## src/rtl/johnson_pkg.sv

```systemverilog
// Shared helpers for the parametrised Johnson counter: phase width, pattern encoding, legality check.
// Optional phase-index output is enabled by defining JOHNSON_PHASE_OUT_EN.
package johnson_pkg;

    localparam int MAX_WIDTH = 64;

    function automatic int johnson_pw(input int width);
        return (width < 2) ? 1 : $clog2(2 * width);
    endfunction

    // Bit idx of the ring for a given phase: leading ones fill in, then leading zeros.
    function automatic logic pattern_bit(input int phase, input int width, input int idx);
        if (phase < width)
            return idx < phase;
        else
            return idx >= (phase - width);
    endfunction

    // Bit i of the result holds ring position q[i].
    function automatic logic [MAX_WIDTH-1:0] phase_to_pattern(input int phase, input int width);
        logic [MAX_WIDTH-1:0] pat;
        pat = '0;
        for (int i = 0; i < width; i++)
            pat[i] = pattern_bit(phase, width, i);
        return pat;
    endfunction

    // Legal rings have at most one place where neighbouring bits differ.
    function automatic logic is_valid_johnson(input logic [MAX_WIDTH-1:0] q, input int width);
        int changes;
        changes = 0;
        for (int i = 0; i < width - 1; i++)
            if (q[i] != q[i+1])
                changes++;
        return changes <= 1;
    endfunction

endpackage

```

## src/rtl/johnson_phase_decode.sv

```systemverilog
// Turns a Johnson ring pattern into its binary phase index plus a legality bit.
module johnson_phase_decode
    import johnson_pkg::*;
#(
    parameter  int WIDTH = 4,
    localparam int PW    = johnson_pw(WIDTH)
) (
    input  logic [0:WIDTH-1] q,
    output logic [PW-1:0]    phase,
    output logic             valid
);

    logic [WIDTH-1:0] q_idx;

    always_comb begin
        q_idx = '0;
        for (int i = 0; i < WIDTH; i++)
            q_idx[i] = q[i];
    end

    // Ones-first rings count up from 0; zeros-first rings count down from 2*WIDTH.
    always_comb begin
        int ones;
        ones = 0;
        for (int i = 0; i < WIDTH; i++)
            if (q[i])
                ones++;
        valid = is_valid_johnson(MAX_WIDTH'(q_idx), WIDTH);
        if (!valid)
            phase = '0;
        else if (q[0] || ones == 0)
            phase = PW'(ones);
        else
            phase = PW'(2 * WIDTH - ones);
    end

endmodule

```

## src/rtl/johnson_counter_param.sv

```systemverilog
// Parametrised bidirectional Johnson counter with load, terminal count and illegal-state recovery.
// Defining JOHNSON_PHASE_OUT_EN adds the decoded 'phase' output.
module johnson_counter_param
    import johnson_pkg::*;
#(
    parameter  int WIDTH       = 4,
    parameter  int RESET_PHASE = 0,
    localparam int PW          = johnson_pw(WIDTH)
) (
    input  logic             clk,
    input  logic             rst,
    input  logic             en,
    input  logic             dir,
    input  logic             load,
    input  logic [PW-1:0]    load_phase,
    output logic [0:WIDTH-1] q,
    output logic             tc,
    output logic             err
`ifdef JOHNSON_PHASE_OUT_EN
    ,
    output logic [PW-1:0]    phase
`endif
);

    logic [0:WIDTH-1] ring;
    logic [0:WIDTH-1] step_q;
    logic [0:WIDTH-1] load_pat;
    logic [0:WIDTH-1] reset_pat;
    logic             ring_valid;
    logic             load_ok;

    always_comb begin
        reset_pat = '0;
        load_pat  = '0;
        for (int i = 0; i < WIDTH; i++) begin
            reset_pat[i] = pattern_bit(RESET_PHASE, WIDTH, i);
            load_pat[i]  = pattern_bit(int'(load_phase), WIDTH, i);
        end
        load_ok = int'(load_phase) < 2 * WIDTH;
    end

    // Twisted shift: the bit falling off one end re-enters inverted at the other.
    always_comb begin
        step_q = ring;
        if (dir) begin
            step_q[0] = ~ring[WIDTH-1];
            for (int i = 1; i < WIDTH; i++)
                step_q[i] = ring[i-1];
        end else begin
            step_q[WIDTH-1] = ~ring[0];
            for (int i = 0; i < WIDTH - 1; i++)
                step_q[i] = ring[i+1];
        end
    end

`ifdef JOHNSON_PHASE_OUT_EN
    johnson_phase_decode #(
        .WIDTH (WIDTH)
    ) u_decode (
        .q     (ring),
        .phase (phase),
        .valid (ring_valid)
    );
`else
    logic [WIDTH-1:0] ring_idx;

    always_comb begin
        ring_idx = '0;
        for (int i = 0; i < WIDTH; i++)
            ring_idx[i] = ring[i];
    end

    assign ring_valid = is_valid_johnson(MAX_WIDTH'(ring_idx), WIDTH);
`endif

    // Priority: reset, load, recovery from an illegal ring, step, hold.
    always_ff @(posedge clk) begin
        if (rst) begin
            ring <= reset_pat;
            tc   <= 1'b0;
            err  <= 1'b0;
        end else begin
            tc <= 1'b0;
            if (load) begin
                if (load_ok)
                    ring <= load_pat;
                else
                    err <= 1'b1;
            end else if (!ring_valid) begin
                ring <= '0;
                err  <= 1'b1;
            end else if (en) begin
                ring <= step_q;
                tc   <= (step_q == '0);
            end
        end
    end

    assign q = ring;

endmodule
```

## config.mk

```make
export PLATFORM = sky130hd
export DESIGN_NAME = johnson_counter_param
export DESIGN_NICKNAME = d
export VERILOG_FILES = /design/src/rtl/johnson_pkg.sv /design/src/rtl/johnson_phase_decode.sv /design/src/rtl/johnson_counter_param.sv
export SDC_FILE = /design/constraint.sdc
export NUM_CORES = 1
export LEC_CHECK = 0
export ABC_AREA = 1
export BUFFER_PORTS_ARGS = -buffer_cell sky130_fd_sc_hd__buf_2
export CAP_MARGIN = 20
export CORE_MARGIN = 2
export CORE_UTILIZATION = 38
export CTS_CLUSTER_SIZE = 20
export DETAILED_ROUTE_END_ITERATION = 6
export GPL_TIMING_DRIVEN = 0
export HOLD_SLACK_MARGIN = 0.02
export PLACE_DENSITY_LB_ADDON = 0.12
export SLEW_MARGIN = 25
export SYNTH_ARGS = -nofsm -noshare
export SYNTH_HDL_FRONTEND = slang
export SYNTH_SLANG_ARGS = --single-unit
```

## constraint.sdc

```tcl
create_clock -name clk -period 1.67 [get_ports clk]
set_clock_uncertainty 0.2 [all_clocks]
set_input_delay 0.2505 -clock clk [delete_from_list [all_inputs] [get_ports clk]]
set_output_delay 0.2505 -clock clk [all_outputs]
set_load 0.005 [all_outputs]
```

Yosys cells after proc, flatten, opt, wreduce, memory -nomap -nowiden
Index checks and enable logic that the tools add are counted.
- logic and storage cells: 39
- output and inout port bits: 6
- input port bits: 8
- register bits: 6
- reduce and logical (&&, ||, !) cells: 3
- eq/ne operators: 4
- $lt $le $gt $ge: 10
- bitwise gates (word level): 5
- $add $sub $neg: 3
- multiplexer cells: 11
- operator list (operator ; count):
    $add A32 B2 Y32 const B ; 2
    $mux W32 ; 2
    $le A32 B2 Y1 const B ; 1
    $mux W4 ; 4
    $ge A3 B4 Y1 const A ; 2
    $lt A1 B3 Y1 const A ; 2
    $lt A2 B3 Y1 const A ; 2
    $mux W1 ; 5
    $not A1 Y1 ; 5
    $ge A1 B4 Y1 const A ; 1
    $ge A2 B4 Y1 const A ; 1
    $logic_not A4 Y1 ; 1
    $reduce_or A4 Y1 ; 1
    $sub A3 B3 Y4 const B ; 1
    $lt A3 B3 Y1 const B ; 1
    $ne A1 B1 Y1 ; 3
    $ne A3 B3 Y1 const B ; 1
    $reduce_and A2 Y1 ; 1

Logic depth before layout (Yosys ltp)
Gate-level depths: netlist (run 1).
- depth in word-level cells: 9
- depth in mapped cells: 10
- depth with buffers taken out: 10

Worst setup path after synthesis (run 1)
No wires, ideal clock.
- kind: register to register
- from: reg ring, in the netlist q[1]
- to: reg err
- data arrival time: 1.405 ns
- period minus slack after synthesis: 1.719 ns
- buffers on the path: 0
- slack: -0.049 ns
- cell stages (with the launch flop): 10
- required time: 1.356 ns
- library setup time: 0.114 ns
- cells stage by stage: dfxtp_1 > xor2_1 > inv_1 > ha_1 > inv_1 > nand3_2 > nand2_4 > nand2_4 > a21oi_1 > nor2_1
- word-level cells in the longest chain between the ends: 9
- elaborated cells between the ends (all ways): 10
- those cells by class: add/sub (2); order compare (1); eq/ne (2); mux (3); bitwise (1); reduce/logical (1)
- ends and longest elaborated chain (element ; RTL line ; text):
    start, declared ; johnson_counter_param.sv:25 ; logic [0:WIDTH-1] ring;
    start signal, assigned ; johnson_counter_param.sv:79 ; ring <= reset_pat;
    start signal, assigned ; johnson_counter_param.sv:86 ; ring <= load_pat;
    start signal, assigned ; johnson_counter_param.sv:93 ; ring <= step_q;
    $ne A1 B1 Y1 ; johnson_pkg.sv:33 ; if (q[i] != q[i+1])
    $mux W1 ; johnson_pkg.sv:33 ;
    $add A32 B2 Y32 ; johnson_pkg.sv:34 ; changes++;
    $mux W32 (*) ; johnson_pkg.sv:33 ;
    $add A32 B2 Y32 ; johnson_pkg.sv:34 ;
    $mux W32 (*) ; johnson_pkg.sv:33 ;
    $le A32 B2 Y1 (*) ; johnson_pkg.sv:35 ; return changes <= 1;
    $not A1 Y1 (no source line) (*) ; - ;
    $reduce_and A2 Y1 (no source line) (*) ; - ;
    end signal, assigned ; johnson_counter_param.sv:81 ; err <= 1'b0;
    end signal, assigned ; johnson_counter_param.sv:88 ; err <= 1'b1;
    end signal, assigned ; johnson_counter_param.sv:91 ; err <= 1'b1;
    end, declared ; johnson_counter_param.sv:18 ; output logic err
Mark *: on every way between the ends. The rest lies on a longest branch, timed or not.
A chain may end at the register's enable or synchronous reset.

Worst setup path after layout (run 1)
- from: reg ring, in the netlist q[1]
- to: reg ring, in the netlist q[1]
- word-level cells in the longest chain between the ends: 9
- elaborated cells between the ends (all ways): 11
- those cells by class: add/sub (2); order compare (1); eq/ne (3); mux (5)
- ends and longest elaborated chain (element ; RTL line ; text):
    $ne A1 B1 Y1 ; johnson_pkg.sv:33 ;
    $mux W1 ; johnson_pkg.sv:33 ;
    $add A32 B2 Y32 ; johnson_pkg.sv:34 ;
    $mux W32 (*) ; johnson_pkg.sv:33 ;
    $add A32 B2 Y32 ; johnson_pkg.sv:34 ;
    $mux W32 (*) ; johnson_pkg.sv:33 ;
    $le A32 B2 Y1 (*) ; johnson_pkg.sv:35 ;
    $mux W4 ; johnson_counter_param.sv:89 ; end else if (!ring_valid) begin
    $mux W4 ; johnson_counter_param.sv:84 ; if (load) begin
Marked as above.

==> impl_metrics.py, run 1 <==
metrics = {
    "status": {
        "run_status": "finished clean",
    },
    "pwr": {
        "p_leak_uw": 0.000407,
        "power_frac_clock_pct": 20.5,
        "p_seq_share_pct": 28.6,
        "internal-power_uw": 390,
        "p_switching_uw": 271,
        "combinationalPowerShare_pct": 50.9,
        "powerDensity_mw_per_mm2": 860,
        "peakVddDrop_mv": 0.401,
        "switching_share_pct": 41.0,
    },
    "timing": {
        "fmax_mhz": 611,
        "finalWorstPathRequiredPeriod_ns": 1.64,
        "max_slew.worst_pin.slew_ns": 0.369,
        "tns_ns": 0,
        "finalCritPeriodShare_pct": 98.0,
        "slew_violations": 0,
        "setup_viol": 0,
        "relSlewSlack_pct": 75.3,
        "grt_setup_unrepaired": "yes",
        "finalHoldViolCount": 0,
    },
    "detailed_routing": {
        "routed_via_density": 4.81,
        "ant_nets": 0,
        "wl_um": 1310,
        "drc": 0,
        "drtPass1Iterations": 4,
        "first_iter_violations": 19,
        "vias": 601,
        "wire_per_inst_um": 10.5,
    },
    "finish": {
        "final_cell_count_no_fill": 125,
        "drive_gt1_share_pct": 35.8,
        "layout.cells.most_common": "nand2_1",
        "final_area_um2": 769,
        "fin_nets": 124,
        "final_cell_mix": "25 x nand2_1, 15 x inv_1, 13 x buf_2",
        "antennaDiodeCount": 0,
        "area_growth_pct": 30.3,
    },
    "worst_setup_path": {
        "max_stage_delay_ns": 0.39,
        "crit_arrival_ns": 1.58,
        "critPathBufInv": 2,
        "path_class": "reg2reg",
        "worstSetupEndpointType": "register",
        "start_kind": "register",
        "path_max_fanout": 5,
        "cp_top_family": "simple AND/OR/NAND/NOR gates",
        "crit_required_ns": 1.61,
        "crit_chain": "xor2_2, inv_1, ha_4, inv_2, nand3_4, nand2_4, nand2_4, nor2_2, nor2_1, nor2_1",
        "cp_slowest_cell": "dfxtp_4",
    },
    "global_routing": {
        "grt_pass1_wl_um": 2290,
        "grt-ovfl-total": 0,
        "grt.total_usage_pct": 16.4,
        "antenna_found_initial": 0,
        "grt_pass1_vias": 540,
        "grt_max_degree": 10,
    },
    "clock_tree": {
        "cts_buffer_depth": 2,
        "clockRootBuffer": "clkbuf_4",
        "worst_skew_pair.late_latency_ns": 0.25,
        "clk_pin_slew_ns": 0.04,
        "cts_buffers": 3,
        "cts.sinks": 6,
        "cts_tree": "built",
        "cts.htree.levels": 1,
    },
    "die": {
        "die_x_um": 43.4,
        "initial_core_util_pct": 39.7,
        "rows": 14,
        "ios": 14,
        "die_y_um": 43.4,
        "core-area_mm2": 0.00149,
        "die-area_mm2": 0.00189,
    },
    "worst_hold_path": {
        "min_path_type": "in2reg",
    },
    "logic_synthesis": {
        "synthCells": 91,
        "syn-cell-area_um2": 591,
        "ys_ff_latch": 6,
        "synth_cell_type_count": 19,
        "syn_nets": 104,
        "ys_warn_count": 0,
        "ys_seq_area_share_pct": 20.3,
        "synth.avg_cell_area_um2": 6.49,
    },
    "placement": {
        "hpwlAfterDp_um": 965,
        "port_buffers": 12,
        "routabilityCongestion": 0.824,
        "dp.cells": 119,
        "postPlaceCellArea_um2": 672,
    },
    "job": {
        "cap_violations": 0,
    },
}
-- path summary, 6_finish.rpt --
| kind | from | endpoint | slack, ns | cells past startpoint |
|---|---|---|---|---|
| max | q[1] | q[1] | 0.03 | 10 |
| max reg2reg | q[1] | q[1] | 0.03 | 10 |
| min reg2reg | err | err | 0.29 | 2 |
| min | en | tc | 0.15 | 3 |
-- Yosys cell counts --
master,instances,share of area (%)
ha_1,5,11
nand3_1,4,3.4
nor2_1,8,5.1
nand4_1,8,8.5
nand2_1,26,17
nand3_2,1,1.7
inv_1,16,10
inv_2,1,0.63
o21ai_0,1,0.85
buf_2,1,0.85
a21oi_1,2,1.7
nor4_2,1,2.1
o211ai_1,1,1.3
xor2_1,1,1.5
nand3b_4,1,3.4
nand2_4,3,5.7
xnor2_1,1,1.5
nor2_2,4,4.2
dfxtp_1,6,20
-- timing repair --
| item | 4_1_cts | 5_1_grt |
|---|---|---|
| hold buffers | 1 | 0 |
| pin swaps | 4 | 6 |
| gates cloned | 1 | 0 |
| resized for setup | 4 | 7 |
| endpoints found under the setup margin | 6 | 6 |
| hold endpoints to repair | 1 | 0 |
| buffers inserted | 0 | 1 |
-- flip-flops by register name (all words and copies together), names as in the netlist --
signal	cells
q	4
err	1
tc	1
-- metrics by stage --
| stage | total power (uW) | utilization, % | hold WS [ns] | setup slack (ns) |
|---|---|---|---|---|
| floorplan | 395 | - | 0.123 | 0.0138 |
| global placement | 461 | 45.1 | 0.241 | -0.0978 |
| detailed placement | 461 | 45.1 | 0.248 | -0.115 |
| CTS | 621 | 48.7 | 0.141 | -0.0542 |
| global route | 730 | 51.7 | 0.175 | -0.0653 |
| finish | 662 | 51.7 | 0.146 | 0.0336 |
-- routing by layer --
layer / GRT usage [%] / wire length, um / up-vias / share of wire (%)
li1: - / - / 323 / -
met1: 20.3 / 600 / 258 / 46
met2: 25.4 / 614 / 16 / 47
met3: 6.25 / 75 / 4 / 5.7
met4: 7.27 / 22 / 0 / 1.7
met5: 0 / 0 / - / 0
-- power by group through the flow --
stage / clock, uW / combinational (uW) / sequential, uW
2_1_floorplan: 0 / 211 / 184
3_3_place_gp: 0 / 276 / 185
3_5_place_dp: 0 / 276 / 185
4_1_cts: 141 / 293 / 187
5_1_grt: 154 / 384 / 192
6_report: 136 / 337 / 189
-- cell type report --
type | instances | area [um2]
inverters | 17 | 63.8
clock buffers | 3 | 22.5
multi-input cells | 68 | 454
plain buffers | 1 | 5.00
well taps | 16 | 20.0
flip-flops and latches | 6 | 126
fillers | 153 | 719
repair buffers | 14 | 77.6
-- worst reg2reg max path, stage by stage (launching register included) --
cell and delay, ns:
dfxtp_4 0.39, xor2_2 0.15, inv_1 0.08, ha_4 0.26
inv_2 0.04, nand3_4 0.07, nand2_4 0.09, nand2_4 0.09
nor2_2 0.03, nor2_1 0.09, nor2_1 0.04
-- cells by family after synthesis --
family	synth area share (%)
AOI/OAI and AO/OA	3.81
xor gates and xnor gates	2.97
adders and majority gates	10.6
buffers and inverters	11.7
DFF	20.3
and+or+nand+nor	50.6
Power figures use the tool's default switching activity.
==> inputs of run 2 (changes only) <==
--- a/config.mk
+++ b/config.mk
@@ -14,6 +14,7 @@
 export DETAILED_ROUTE_END_ITERATION = 6
 export GPL_TIMING_DRIVEN = 0
 export HOLD_SLACK_MARGIN = 0.02
+export MAX_ROUTING_LAYER = met4
 export PLACE_DENSITY_LB_ADDON = 0.12
 export SLEW_MARGIN = 25
 export SYNTH_ARGS = -nofsm -noshare
==> run 2 against run 1 <==
Against the previous run: cell area stayed put; maximum frequency hardly changed; die area stayed put; critical path depth is 2 lower; highest routed layer unchanged; utilization stayed put; sequential cell count stayed put; global-route usage is 0.24 points higher.
==> impl_metrics.py, run 2 (synthesis gave the netlist of run 1 again) <==
metrics = {
    "status": {
        "run_status": "finished clean",
    },
    "detailed_routing": {
        "routed_via_density": 4.80,
        "wire_per_inst_um": 10.4,
        "ant_nets": 0,
        "wl_um": 1300,
        "drc": 0,
        "vias": 600,
        "drtPass1Iterations": 4,
        "first_iter_violations": 18,
    },
    "worst_setup_path": {
        "reg2regPathDepth": 8,
        "crit_arrival_ns": 1.58,
        "start_kind": "register",
        "path_class": "reg2reg",
        "path_max_fanout": 5,
        "crit_required_ns": 1.61,
        "worstSetupEndpointType": "register",
    },
    "finish": {
        "fillCellCount": 153,
        "area_growth_pct": 30.3,
        "final_cell_count_no_fill": 125,
        "antennaDiodeCount": 0,
        "drive_gt1_share_pct": 35.8,
        "fin_nets": 124,
        "layout.cells.most_common": "nand2_1",
        "final_cell_mix": "25 x nand2_1, 15 x inv_1, 13 x buf_2",
        "largest_reg_flops": 4,
        "final_area_um2": 769,
    },
    "clock_tree": {
        "cts_buffer_depth": 2,
        "cts_buffers": 3,
        "clk_pin_slew_ns": 0.05,
        "clockRootBuffer": "clkbuf_4",
        "worst_skew_pair.late_latency_ns": 0.25,
        "cts_tree": "built",
        "cts.sinks": 6,
        "cts.htree.levels": 1,
    },
    "pwr": {
        "p_leak_uw": 0.000407,
        "peakVddDrop_mv": 0.400,
        "powerDensity_mw_per_mm2": 861,
    },
    "timing": {
        "fin_ws_ns": 0.0323,
        "fmax_mhz": 611,
        "relSlewSlack_pct": 76.7,
        "finalHoldViolCount": 0,
        "setup_viol": 0,
        "tns_ns": 0,
        "finalCritPeriodShare_pct": 98.1,
        "whs_ns": 0.147,
        "finalWorstPathRequiredPeriod_ns": 1.64,
        "slew_violations": 0,
        "max_slew.worst_pin.slew_ns": 0.348,
        "grt_setup_unrepaired": "yes",
    },
    "die": {
        "rows": 14,
        "die_x_um": 43.4,
        "die_y_um": 43.4,
        "core-area_mm2": 0.00149,
        "ios": 14,
        "initial_core_util_pct": 39.7,
        "die-area_mm2": 0.00189,
    },
    "global_routing": {
        "antenna_found_initial": 0,
        "grt_max_degree": 10,
        "grt.total_usage_pct": 16.7,
        "grt-ovfl-total": 0,
        "grt_pass1_wl_um": 2290,
        "grt_pass1_vias": 546,
    },
    "placement": {
        "port_buffers": 12,
        "routabilityCongestion": 0.836,
        "postPlaceCellArea_um2": 672,
        "dp.cells": 119,
        "hpwlAfterDp_um": 965,
        "dp_slack_ns": -0.115,
    },
    "job": {
        "cap_violations": 0,
    },
    "worst_hold_path": {
        "hold_depth": 5,
        "min_path_type": "in2reg",
    },
}
-- run 2: cell counts in the layout (fill, tap and decap cells not counted) --
Identical to the previous run, type by type.
-- run 2: final cells by class --
type / count / area, um2 / share of cell area [%]
sequential: 6 / 126 / 16.4
multi-input combinational: 68 / 454 / 59.0
timing repair buffer: 14 / 77.6 / 10.1
clock buffer: 3 / 22.5 / 2.93
buffer: 1 / 5.00 / 0.650
inverter: 17 / 63.8 / 8.29
tap: 16 / 20.0 / 2.60
-- run 2: stage by stage --
stage	util (%)	total power, uW
after floorplan	-	395
after global placement	45.1	461
after detailed placement	45.1	461
after CTS	48.7	621
after global routing	51.7	727
final	51.7	662
-- run 2: power breakdown --
group / total, uW / internal, uW / switching, uW / leakage, uW
combinational: 338 / 144 / 194 / 0.000343
clock: 135 / 81.4 / 54.0 / 0.0000138
sequential: 189 / 165 / 24.3 / 0.0000507
total: 662 / 390 / 272 / 0.000407
-- run 2: worst max-delay path: stages, from the launching register on --
cell and delay, ns:
dfxtp_2 0.35, xnor2_2 0.24, ha_4 0.24, inv_2 0.06
nand3_4 0.08, nand2_4 0.11, nand2_4 0.07, a21oi_2 0.13
nor2_1 0.05
-- run 2: path summary, 6_finish.rpt --
| kind | startpoint | end | slack, ns |
|---|---|---|---|
| hold reg to reg | err | err | 0.29 |
| hold / removal | load_phase[2] | q[3] | 0.15 |
| setup reg to reg | q[2] | err | 0.03 |
| setup / recovery | q[2] | err | 0.03 |
-- run 2: what timing repair did --
item | 4_1_cts | 5_1_grt
hold buffers | 1 | 0
buffers inserted | 0 | 1
resized for setup | 4 | 7
gates cloned | 1 | 0
pin swaps | 4 | 6
endpoints found under the setup margin | 6 | 6
hold endpoints to repair | 1 | 0
-- run 2: metal layers --
layer  routed length (um)  part of all wire [%]  global-route usage [%]  vias to the layer above
met5                    0                     0                       -                        -
met4                   13                   1.0                    7.27                        0
met3                   60                   4.6                    5.00                        2
met2                  622                    48                    25.4                       16
met1                  607                    47                    20.3                      259
li1                     -                     -                       -                      323
